`src/rtl/alu_iq_pkg.sv`:
```
// rtl/alu_iq_pkg.sv - shared types and constants for the ALU issue queue
package alu_iq_pkg;

  localparam int IQ_WIDTH     = 32;
  localparam int IQ_ROB_W     = 3;
  localparam int IQ_CTRL_W    = 4;
  localparam int IQ_MAX_DEPTH = 32;

  localparam logic [IQ_CTRL_W-1:0] BUBBLE = '1;

  typedef struct packed {
    logic                valid;
    logic                rdy1;
    logic                rdy2;
    logic [IQ_ROB_W-1:0] tag1;
    logic [IQ_ROB_W-1:0] tag2;
    logic [IQ_WIDTH-1:0] val1;
    logic [IQ_WIDTH-1:0] val2;
    logic [IQ_ROB_W-1:0] rob;
    logic [IQ_CTRL_W-1:0] ctrl;
  } iq_entry_t;

  // Isolates the lowest set bit; callers zero-extend narrower vectors.
  function automatic logic [IQ_MAX_DEPTH-1:0] lowest_one_hot(input logic [IQ_MAX_DEPTH-1:0] v);
    return v & (~v + 1'b1);
  endfunction

endpackage

```
`src/rtl/alu_iq_age_matrix.sv`:
```
// rtl/alu_iq_age_matrix.sv - age matrix picking the oldest requesting entry
module alu_iq_age_matrix #(
  parameter int DEPTH = 8
) (
  input  logic             clk,
  input  logic             rst_n,
  input  logic [DEPTH-1:0] alloc_i,
  input  logic [DEPTH-1:0] free_i,
  input  logic [DEPTH-1:0] req_i,
  output logic [DEPTH-1:0] oldest_o
);

  // age_q[i][j] = entry i is older than entry j
  logic [DEPTH-1:0] age_q [DEPTH];
  logic [DEPTH-1:0] age_d [DEPTH];
  logic [DEPTH-1:0] blocked;

  always_comb begin
    for (int i = 0; i < DEPTH; i++) begin
      age_d[i] = age_q[i];
      for (int j = 0; j < DEPTH; j++) begin
        if (free_i[i] || free_i[j]) age_d[i][j] = 1'b0;
        if (alloc_i[j] && (i != j)) age_d[i][j] = 1'b1;
        if (alloc_i[i]) age_d[i][j] = 1'b0;
      end
    end
  end

  always_comb begin
    blocked = '0;
    for (int i = 0; i < DEPTH; i++) begin
      for (int j = 0; j < DEPTH; j++) begin
        if (req_i[j] && age_q[j][i]) blocked[i] = 1'b1;
      end
    end
    oldest_o = req_i & ~blocked;
  end

  always_ff @(posedge clk or negedge rst_n) begin
    if (!rst_n) begin
      for (int i = 0; i < DEPTH; i++) age_q[i] <= '0;
    end else begin
      for (int i = 0; i < DEPTH; i++) age_q[i] <= age_d[i];
    end
  end

endmodule

```
`src/rtl/alu_issue_queue.sv`:
```
// rtl/alu_issue_queue.sv - age-ordered ALU issue queue with CDB wakeup and registered issue stage
module alu_issue_queue
  import alu_iq_pkg::*;
#(
  parameter int WIDTH     = IQ_WIDTH,
  parameter int ROB_W     = IQ_ROB_W,
  parameter int CTRL_W    = IQ_CTRL_W,
  parameter int DEPTH     = 8,
  parameter int CDB_PORTS = 2,
  localparam int CNT_W    = $clog2(DEPTH + 1)
) (
  input  logic                               clk,
  input  logic                               globalResetN,
  input  logic                               flush,
  input  logic                               dispValid,
  output logic                               dispReady,
  input  logic                               ready1,
  input  logic                               ready2,
  input  logic signed [WIDTH-1:0]            value1,
  input  logic signed [WIDTH-1:0]            value2,
  input  logic [ROB_W-1:0]                   rob1,
  input  logic [ROB_W-1:0]                   rob2,
  input  logic [ROB_W-1:0]                   robInstr,
  input  logic [CTRL_W-1:0]                  aluControl,
  input  logic [CDB_PORTS-1:0]               cdbValid,
  input  logic [CDB_PORTS-1:0][ROB_W-1:0]    cdbTag,
  input  logic [CDB_PORTS-1:0][WIDTH-1:0]    cdbValue,
  input  logic                               execute,
  output logic                               issueValid,
  output logic [ROB_W-1:0]                   instrRob,
  output logic [CTRL_W-1:0]                  instrInfo,
  output logic signed [WIDTH-1:0]            src1,
  output logic signed [WIDTH-1:0]            src2,
  output logic [CNT_W-1:0]                   count,
  output logic                               full
);

  iq_entry_t        entries_q [DEPTH];
  iq_entry_t        entries_d [DEPTH];
  iq_entry_t        disp_entry;
  logic [DEPTH-1:0] valid_vec, req_vec, alloc_oh, alloc_fire_oh, free_oh, age_free, oldest_oh;
  logic [CNT_W-1:0] count_q, count_d;
  logic             full_q, full_d;
  logic             disp_fire, issue_fire;

  logic              iss_valid_q, iss_valid_d;
  logic [ROB_W-1:0]  iss_rob_q, iss_rob_d, sel_rob;
  logic [CTRL_W-1:0] iss_ctrl_q, iss_ctrl_d, sel_ctrl;
  logic [WIDTH-1:0]  iss_src1_q, iss_src1_d, sel_val1;
  logic [WIDTH-1:0]  iss_src2_q, iss_src2_d, sel_val2;

  always_comb begin
    for (int i = 0; i < DEPTH; i++) begin
      valid_vec[i] = entries_q[i].valid;
      req_vec[i]   = entries_q[i].valid & entries_q[i].rdy1 & entries_q[i].rdy2;
    end
  end

  assign alloc_oh      = DEPTH'(lowest_one_hot(IQ_MAX_DEPTH'(~valid_vec)));
  assign disp_fire     = dispValid & ~full_q & ~flush;
  assign issue_fire    = execute & (|req_vec) & ~flush;
  assign alloc_fire_oh = disp_fire ? alloc_oh : '0;
  assign free_oh       = issue_fire ? oldest_oh : '0;
  assign age_free      = flush ? '1 : free_oh;

  alu_iq_age_matrix #(.DEPTH(DEPTH)) u_age (
    .clk      (clk),
    .rst_n    (globalResetN),
    .alloc_i  (alloc_fire_oh),
    .free_i   (age_free),
    .req_i    (req_vec),
    .oldest_o (oldest_oh)
  );

  always_comb begin
    sel_rob  = '0;
    sel_ctrl = '0;
    sel_val1 = '0;
    sel_val2 = '0;
    for (int i = 0; i < DEPTH; i++) begin
      if (oldest_oh[i]) begin
        sel_rob  = entries_q[i].rob;
        sel_ctrl = entries_q[i].ctrl;
        sel_val1 = entries_q[i].val1;
        sel_val2 = entries_q[i].val2;
      end
    end
  end

  // Descending port loops let the lowest matching port win.
  always_comb begin
    disp_entry = '{valid: 1'b1, rdy1: ready1, rdy2: ready2, tag1: rob1, tag2: rob2,
                   val1: value1, val2: value2, rob: robInstr, ctrl: aluControl};
    for (int p = CDB_PORTS - 1; p >= 0; p--) begin
      if (!ready1 && cdbValid[p] && cdbTag[p] == rob1) begin
        disp_entry.rdy1 = 1'b1;
        disp_entry.val1 = cdbValue[p];
      end
      if (!ready2 && cdbValid[p] && cdbTag[p] == rob2) begin
        disp_entry.rdy2 = 1'b1;
        disp_entry.val2 = cdbValue[p];
      end
    end
  end

  always_comb begin
    for (int i = 0; i < DEPTH; i++) begin
      entries_d[i] = entries_q[i];
      for (int p = CDB_PORTS - 1; p >= 0; p--) begin
        if (entries_q[i].valid && !entries_q[i].rdy1 && cdbValid[p] && cdbTag[p] == entries_q[i].tag1) begin
          entries_d[i].rdy1 = 1'b1;
          entries_d[i].val1 = cdbValue[p];
        end
        if (entries_q[i].valid && !entries_q[i].rdy2 && cdbValid[p] && cdbTag[p] == entries_q[i].tag2) begin
          entries_d[i].rdy2 = 1'b1;
          entries_d[i].val2 = cdbValue[p];
        end
      end
      if (free_oh[i]) entries_d[i].valid = 1'b0;
      if (alloc_fire_oh[i]) entries_d[i] = disp_entry;
      if (flush) entries_d[i].valid = 1'b0;
    end
  end

  always_comb begin
    count_d = flush ? '0 : count_q + CNT_W'(disp_fire) - CNT_W'(issue_fire);
    full_d  = (count_d == CNT_W'(DEPTH));
  end

  always_comb begin
    iss_valid_d = iss_valid_q;
    iss_rob_d   = iss_rob_q;
    iss_ctrl_d  = iss_ctrl_q;
    iss_src1_d  = iss_src1_q;
    iss_src2_d  = iss_src2_q;
    if (flush || execute) begin
      iss_valid_d = issue_fire;
      iss_rob_d   = issue_fire ? sel_rob  : '0;
      iss_ctrl_d  = issue_fire ? sel_ctrl : BUBBLE;
      iss_src1_d  = issue_fire ? sel_val1 : '0;
      iss_src2_d  = issue_fire ? sel_val2 : '0;
    end
  end

  always_ff @(posedge clk or negedge globalResetN) begin
    if (!globalResetN) begin
      for (int i = 0; i < DEPTH; i++) entries_q[i] <= '0;
      count_q     <= '0;
      full_q      <= 1'b0;
      iss_valid_q <= 1'b0;
      iss_rob_q   <= '0;
      iss_ctrl_q  <= BUBBLE;
      iss_src1_q  <= '0;
      iss_src2_q  <= '0;
    end else begin
      for (int i = 0; i < DEPTH; i++) entries_q[i] <= entries_d[i];
      count_q     <= count_d;
      full_q      <= full_d;
      iss_valid_q <= iss_valid_d;
      iss_rob_q   <= iss_rob_d;
      iss_ctrl_q  <= iss_ctrl_d;
      iss_src1_q  <= iss_src1_d;
      iss_src2_q  <= iss_src2_d;
    end
  end

  assign dispReady  = ~full_q;
  assign full       = full_q;
  assign count      = count_q;
  assign issueValid = iss_valid_q;
  assign instrRob   = iss_rob_q;
  assign instrInfo  = iss_ctrl_q;
  assign src1       = iss_src1_q;
  assign src2       = iss_src2_q;

endmodule

```
`config.mk`:
```
export PLATFORM = sky130hd
export DESIGN_NAME = alu_issue_queue
export DESIGN_NICKNAME = d
export VERILOG_FILES = /design/src/rtl/alu_iq_pkg.sv /design/src/rtl/alu_iq_age_matrix.sv /design/src/rtl/alu_issue_queue.sv
export SDC_FILE = /design/constraint.sdc
export NUM_CORES = 2
export LEC_CHECK = 0
export CELL_PAD_IN_SITES_DETAIL_PLACEMENT = 0
export CELL_PAD_IN_SITES_GLOBAL_PLACEMENT = 1
export CORE_MARGIN = 5
export CORE_UTILIZATION = 29
export DETAILED_ROUTE_END_ITERATION = 7
export DONT_BUFFER_PORTS = 1
export GPL_ROUTABILITY_DRIVEN = 0
export PLACE_DENSITY_LB_ADDON = 0.1
export SLEW_MARGIN = 20
export SYNTH_ARGS = -nofsm -noshare
export SYNTH_HDL_FRONTEND = slang
export SYNTH_HIERARCHICAL = 1
export SYNTH_SLANG_ARGS = --single-unit
```
`constraint.sdc`:
```
create_clock -name clk -period 6.9 [get_ports clk]
set_input_delay 2.07 -clock clk [delete_from_list [all_inputs] [get_ports clk]]
set_output_delay 2.07 -clock clk [all_outputs]
set_load 0.1 [all_outputs]
```
======== Word-level counts from Yosys, hierarchy flattened ========
Cells that the tools add are included.
word-level totals
  word-level logic and storage cells ...... 826
  output and inout bits ................... 78
  flip-flop bits (word level) ............. 781
cells by class
  add/subtract/negate cells ............... 3
  bitwise operators ....................... 27
  reductions and logical operators ........ 260
  equality and inequality tests ........... 37
  mux-type cells .......................... 356
operators with widths
  kind                 count
  $mux 32              54
  $mux 80              8
  $mux 1               272
  $reduce_bool 3->1    52
  $logic_and 1x1->1    152
  $eq 3x3->1           36
  $mux 4               10
  $logic_or 1x1->1     29
  $mux 3               9
  $mux 8               3
  $not 8->8            3
  $and 1x1->1          20
  $logic_not 1->1      18
  $and 8x8->8          2
  $reduce_bool 2->1    8
  $add 8x1->8 const B  1
  $reduce_or 8->1      1
  $add 4x1->4          1
  $eq 4x4->1 const B   1
  $sub 4x1->4          1
  $not 1->1            2

======== Logic depth before layout (Yosys ltp) ========
  word-level depth ........................ 22
  mapped depth ............................ 16
  gate-level depth less buffers ........... 13

======== Modules after synthesis ========
The synthesis kept the hierarchy.
by module, submodules not included
  module             sequential area each (um^2)  area an instance (um^2)  cells each  instances
  alu_issue_queue    17947.2                      42278.0                  4363        1
  alu_iq_age_matrix  1401.3                       2447.3                   252         1

======== Worst setup path after synthesis ========
Ideal clock, no wire load.
  path type ............................... input to register
  start point ............................. input port flush
  end point ............................... register full_q, in the netlist full
  arrival time ............................ 4.269 ns
  setup slack ............................. 2.525 ns
  cell stages on the path ................. 12
  cell sequence ........................... clkbuf_1 -> nand2b_1 -> clkbuf_1 -> buf_2 -> inv_1 -> ha_1 -> inv_1 -> ha_1 -> fa_1 -> xnor2_1 -> nor2_1 -> nor4b_1
between the ends
  elaborated cells between the ends (all ways) .. 7
RTL lines
  what                  RTL line                source
  start, declared       alu_issue_queue.sv:14   input logic flush,
  $not 1->1             alu_issue_queue.sv:61   assign issue_fire = execute & (|req_vec) & ~flush;
  $and 1x1->1           alu_issue_queue.sv:61
  via issue_fire        alu_issue_queue.sv:44   logic disp_fire, issue_fire;
  $sub 4x1->4           alu_issue_queue.sv:126  count_d = flush ? '0 : count_q + CNT_W'(disp_fire) - CNT_W'(issue_fire);
  $mux 4                alu_issue_queue.sv:126
  via count_d[2]        alu_issue_queue.sv:42   logic [CNT_W-1:0] count_q, count_d;
  $eq 4x4->1            alu_issue_queue.sv:127  full_d = (count_d == CNT_W'(DEPTH));
  via full_d            alu_issue_queue.sv:43   logic full_q, full_d;
  end signal, assigned  alu_issue_queue.sv:158  full_q <= full_d;
  end, declared         alu_issue_queue.sv:43
The timed path passes the listed nets, and every way through them passes these cells.
A chain may end at the register's enable or synchronous reset.

======== Worst setup path after layout ========
  start point ............................. register, netlist name entries_q[319]
  end point ............................... register full_q, in the netlist full
between the ends
  word-level cells in the longest chain between the ends .. 8
ends and longest elaborated chain
  what                      RTL line                source
  $and 1x1->1 (2 in a row)  alu_issue_queue.sv:55   req_vec[i] = entries_q[i].valid & entries_q[i].rdy1 & entries_q[i].rdy2;
  via req_vec[4]            alu_issue_queue.sv:41   logic [DEPTH-1:0] valid_vec, req_vec, alloc_oh, alloc_fire_oh, free_oh, age_free, oldest_oh;
  $reduce_or 8->1           alu_issue_queue.sv:61
  $and 1x1->1 (2 in a row)  alu_issue_queue.sv:61
  via issue_fire            alu_issue_queue.sv:44
  $sub 4x1->4               alu_issue_queue.sv:126
  $mux 4                    alu_issue_queue.sv:126
  via count_d[2]            alu_issue_queue.sv:42
  $eq 4x4->1                alu_issue_queue.sv:127
  via full_d                alu_issue_queue.sv:43
The timed path passes the listed nets, and every way through them passes these cells.

==> impl_metrics.csv <==
group,metric,value,unit
job,drv_cap,0,
final_layout,utilization,0.324,
synthesis,ys_seq_area_frac,0.433,
clock_tree,tritoncts,"done",
global_route,first_global_vias,39200,
die,die_h,403,um
critical_path,cpLargestDelayFamily,"simple AND/OR/NAND/NOR gates",
worst_hold_path,hold_depth,2,
die,ios,234,
final_layout,final_area,49800,um^2
detailed_routing,wl,230000,um
power,total_power,13.7,mW
detailed_routing,vias,38900,
detailed_routing,drtIter0Drc,3987,
critical_path,crit_buf_inv,2,
final_layout,syn2layout_area_growth,11.4,%
detailed_routing,drcViolationCount,0,
sta,setup_viol,0,
sta,period_share,0.682,
synthesis,ys.flop_type,"dfrtp_1",
die,die_area,162000,um^2
clock_tree,clk_latency,720,ps
power,p_leak,20.5,nW
global_route,grt_max_degree,774,
sta,max_freq,213,MHz
critical_path,slowest_delay,710,ps
synthesis,netlist_area,44700,um^2
global_route,antenna_found_initial,5,
detailed_routing,viasPerCell,6.07,
clock_tree,clk_pin_slew,60,ps
critical_path,cp_max_fo,36,
critical_path,cp.depth,12,
place,dp_hpwl,127000,um
clock_tree,cts_buffers,100,
run_status,outcome,"complete, no violations",
detailed_routing,post_drt_wl_per_cell,35.9,um
die,coreArea,154000,um^2
critical_path,cp_cell_sequence,"and3_1 > nor4_1 > a21boi_1 > nand2b_4 > inv_1 > ha_1 > inv_1 > ha_1 > fa_1 > xnor2_1 > nor2_1 > nor4b_1",
sta,fin_skew,29.5,ps
clock_tree,h-tree-depth,3,
sta,fin_crit,4700,ps
worst_hold_path,holdCritPathClass,"register to register",
final_layout,drive_above_1_share,0.132,
place,port_buffers,0,
critical_path,cp_slowest_cell,"a21boi_1",
sta,rsz0062_at_grt,"false",
power,vdd_drop_max,0.185,mV
critical_path,arrival,5310,ps
critical_path,cp.required,7500,ps
sta,fin_tns_setup,0,ps
sta,tightestPinTransition,1490,ps
synthesis,yosysUniqueCellTypes,69,
clock_tree,clockRootBuffer,"clkbuf_16",
clock_tree,cts-hold-fix-buffers,0,
synthesis,synth_edf_count,0,
global_route,grt_usage,0.274,
critical_path,crit_path_start_kind,"register",
die,num_rows,144,
synthesis,synth_fp_nets,4776,
clock_tree,cts_buffer_depth,3,
final_layout,fin_nets,4443,
power,p_per_area,275,nW/um^2
synthesis,syn_inst,4615,
critical_path,reg2reg_depth,12,
critical_path,endpoint_kind,"register",
synthesis,yosys_warnings,6,
synthesis,synthArstFlopShare,1.00,
clock_tree,postCtsSetupBuffers,0,
global_route,grt_overflow,0,
detailed_routing,antenna_left,0,
synthesis,syn_area_per_cell,9.69,um^2
sta,max_slew_margin,0.00898,
die,start_util,0.291,
clock_tree,cts.sink_count,773,
die,die_w,403,um
place,placed_cell_area,46400,um^2
sta,slew_violations,0,
synthesis,synth_seq_cells,773,
detailed_routing,drt_pre_antenna_iters,6,
global_route,grt_pass1_wl,322000,um
sta,hold_viol,0,
critical_path,critPathKind,"register to register",
clock_tree,post_cts_resized,0,
==> per-stage QoR <==
step / setup slack [ps] / std cells / hold WS [ps]
floorplan: 2530 / 4615 / 439
global placement: 1720 / 6218 / 452
detailed placement: 1670 / 6219 / 461
CTS: 2190 / 6399 / 474
global route: 1870 / 6404 / 495
finish: 2200 / 6411 / 468
==> cell type report <==
type	instances	area, um^2
repair buffers	115	1120
diodes	7	17.5
fillers	15800	104000
well taps	2044	2560
clock inverters	18	228
flip-flops and latches	773	19300
clock buffers	162	3080
inverters	113	437
multi-input cells	3179	23000
==> synthesized netlist by cell type (all sizes together) (67+ instances only) <==
cell type,n,share of area
dfrtp,769,0.43
mux2i,511,0.11
nand2,442,0.037
clkbuf,393,0.033
nor2,259,0.022
nor3,247,0.028
mux2,229,0.058
a221oi,200,0.040
o22ai,196,0.027
a21oi,163,0.018
buf,156,0.018
o21ai,131,0.015
o31ai,131,0.022
inv,113,0.0095
a221o,80,0.018
nor2b,74,0.010
o221ai,70,0.014
a2111oi,67,0.013
==> worst reg2reg max path, cell delays in order (launching register included) <==
cell and delay, ps:
dfrtp_1 660, and3_1 710, nor4_1 110, a21boi_1 710
nand2b_4 670, inv_1 390, ha_1 180, inv_1 40
ha_1 200, fa_1 410, xnor2_1 160, nor2_1 80
nor4b_1 280
==> cell usage in the layout, fill, tap and decap left out, drive strengths merged, types with 10 or more instances in the layout <==
cell type / n
and3b: 14
o31ai: 131
nand2: 442
buf: 115
nand4: 18
xor2: 48
nor2b: 74
dfrtp: 769
clkbuf: 162
mux2: 229
nor4: 15
o22ai: 196
a211oi: 63
mux2i: 511
a21o: 10
and4: 14
a221oi: 200
a21oi: 163
a2111oi: 67
o21ai: 131
nor2: 259
and3: 11
inv: 115
a221o: 80
nand3b: 19
a222oi: 26
nor3: 247
o221ai: 70
xnor2: 63
==> logic make-up (layout without fill, tap and decap cells) <==
group / Yosys count / count (layout) / synth area share
compound gates: 1181 / 1181 / 0.194
simple gates: 1142 / 1142 / 0.118
flops: 773 / 773 / 0.433
mux: 740 / 740 / 0.172
buf+inv: 663 / 408 / 0.0607
xor+xnor: 111 / 111 / 0.0217
fa+ha+maj: 5 / 5 / 0.00157
other cells: 0 / 7 / 0
==> sequential cells by signal, indices dropped and copies added (netlist names) <==
signal and count:
count 4, entries_q 640, full 1, instrInfo 4
instrRob 3, issueValid 1, src1 32, src2 32
u_age/age_q 56
==> report_power, final <==
group	internal, mW	switching, mW
clock	3.18	2.26
sequential	5.38	0.698
combinational	0.916	1.25
==> per-layer routing <==
metal / up-vias / wire length, um / share of wire / track usage
met4: 0 / 7440 / 0.032 / 0.0854
met3: 339 / 17400 / 0.076 / 0.0609
met2: 1517 / 103000 / 0.45 / 0.430
met1: 20500 / 102000 / 0.44 / 0.376
li1: 16500 / - / - / -
met5: - / 0 / 0 / 0
==> final timing paths <==
kind                                       startpoint                         end  slack [ps]
setup reg to reg           entries_q[319]$_DFFE_PN0P_              full$_DFF_PN0_        2200
setup / recovery           entries_q[319]$_DFFE_PN0P_              full$_DFF_PN0_        2200
hold reg to reg              entries_q[3]$_DFFE_PN0P_    entries_q[3]$_DFFE_PN0P_         470
min in group asynchronous                globalResetN  entries_q[576]$_DFFE_PN0P_        1070
max in group asynchronous                globalResetN        src2[27]$_DFFE_PN0P_        3890
hold / removal               entries_q[3]$_DFFE_PN0P_    entries_q[3]$_DFFE_PN0P_         470
Power figures use the tool's default switching activity.
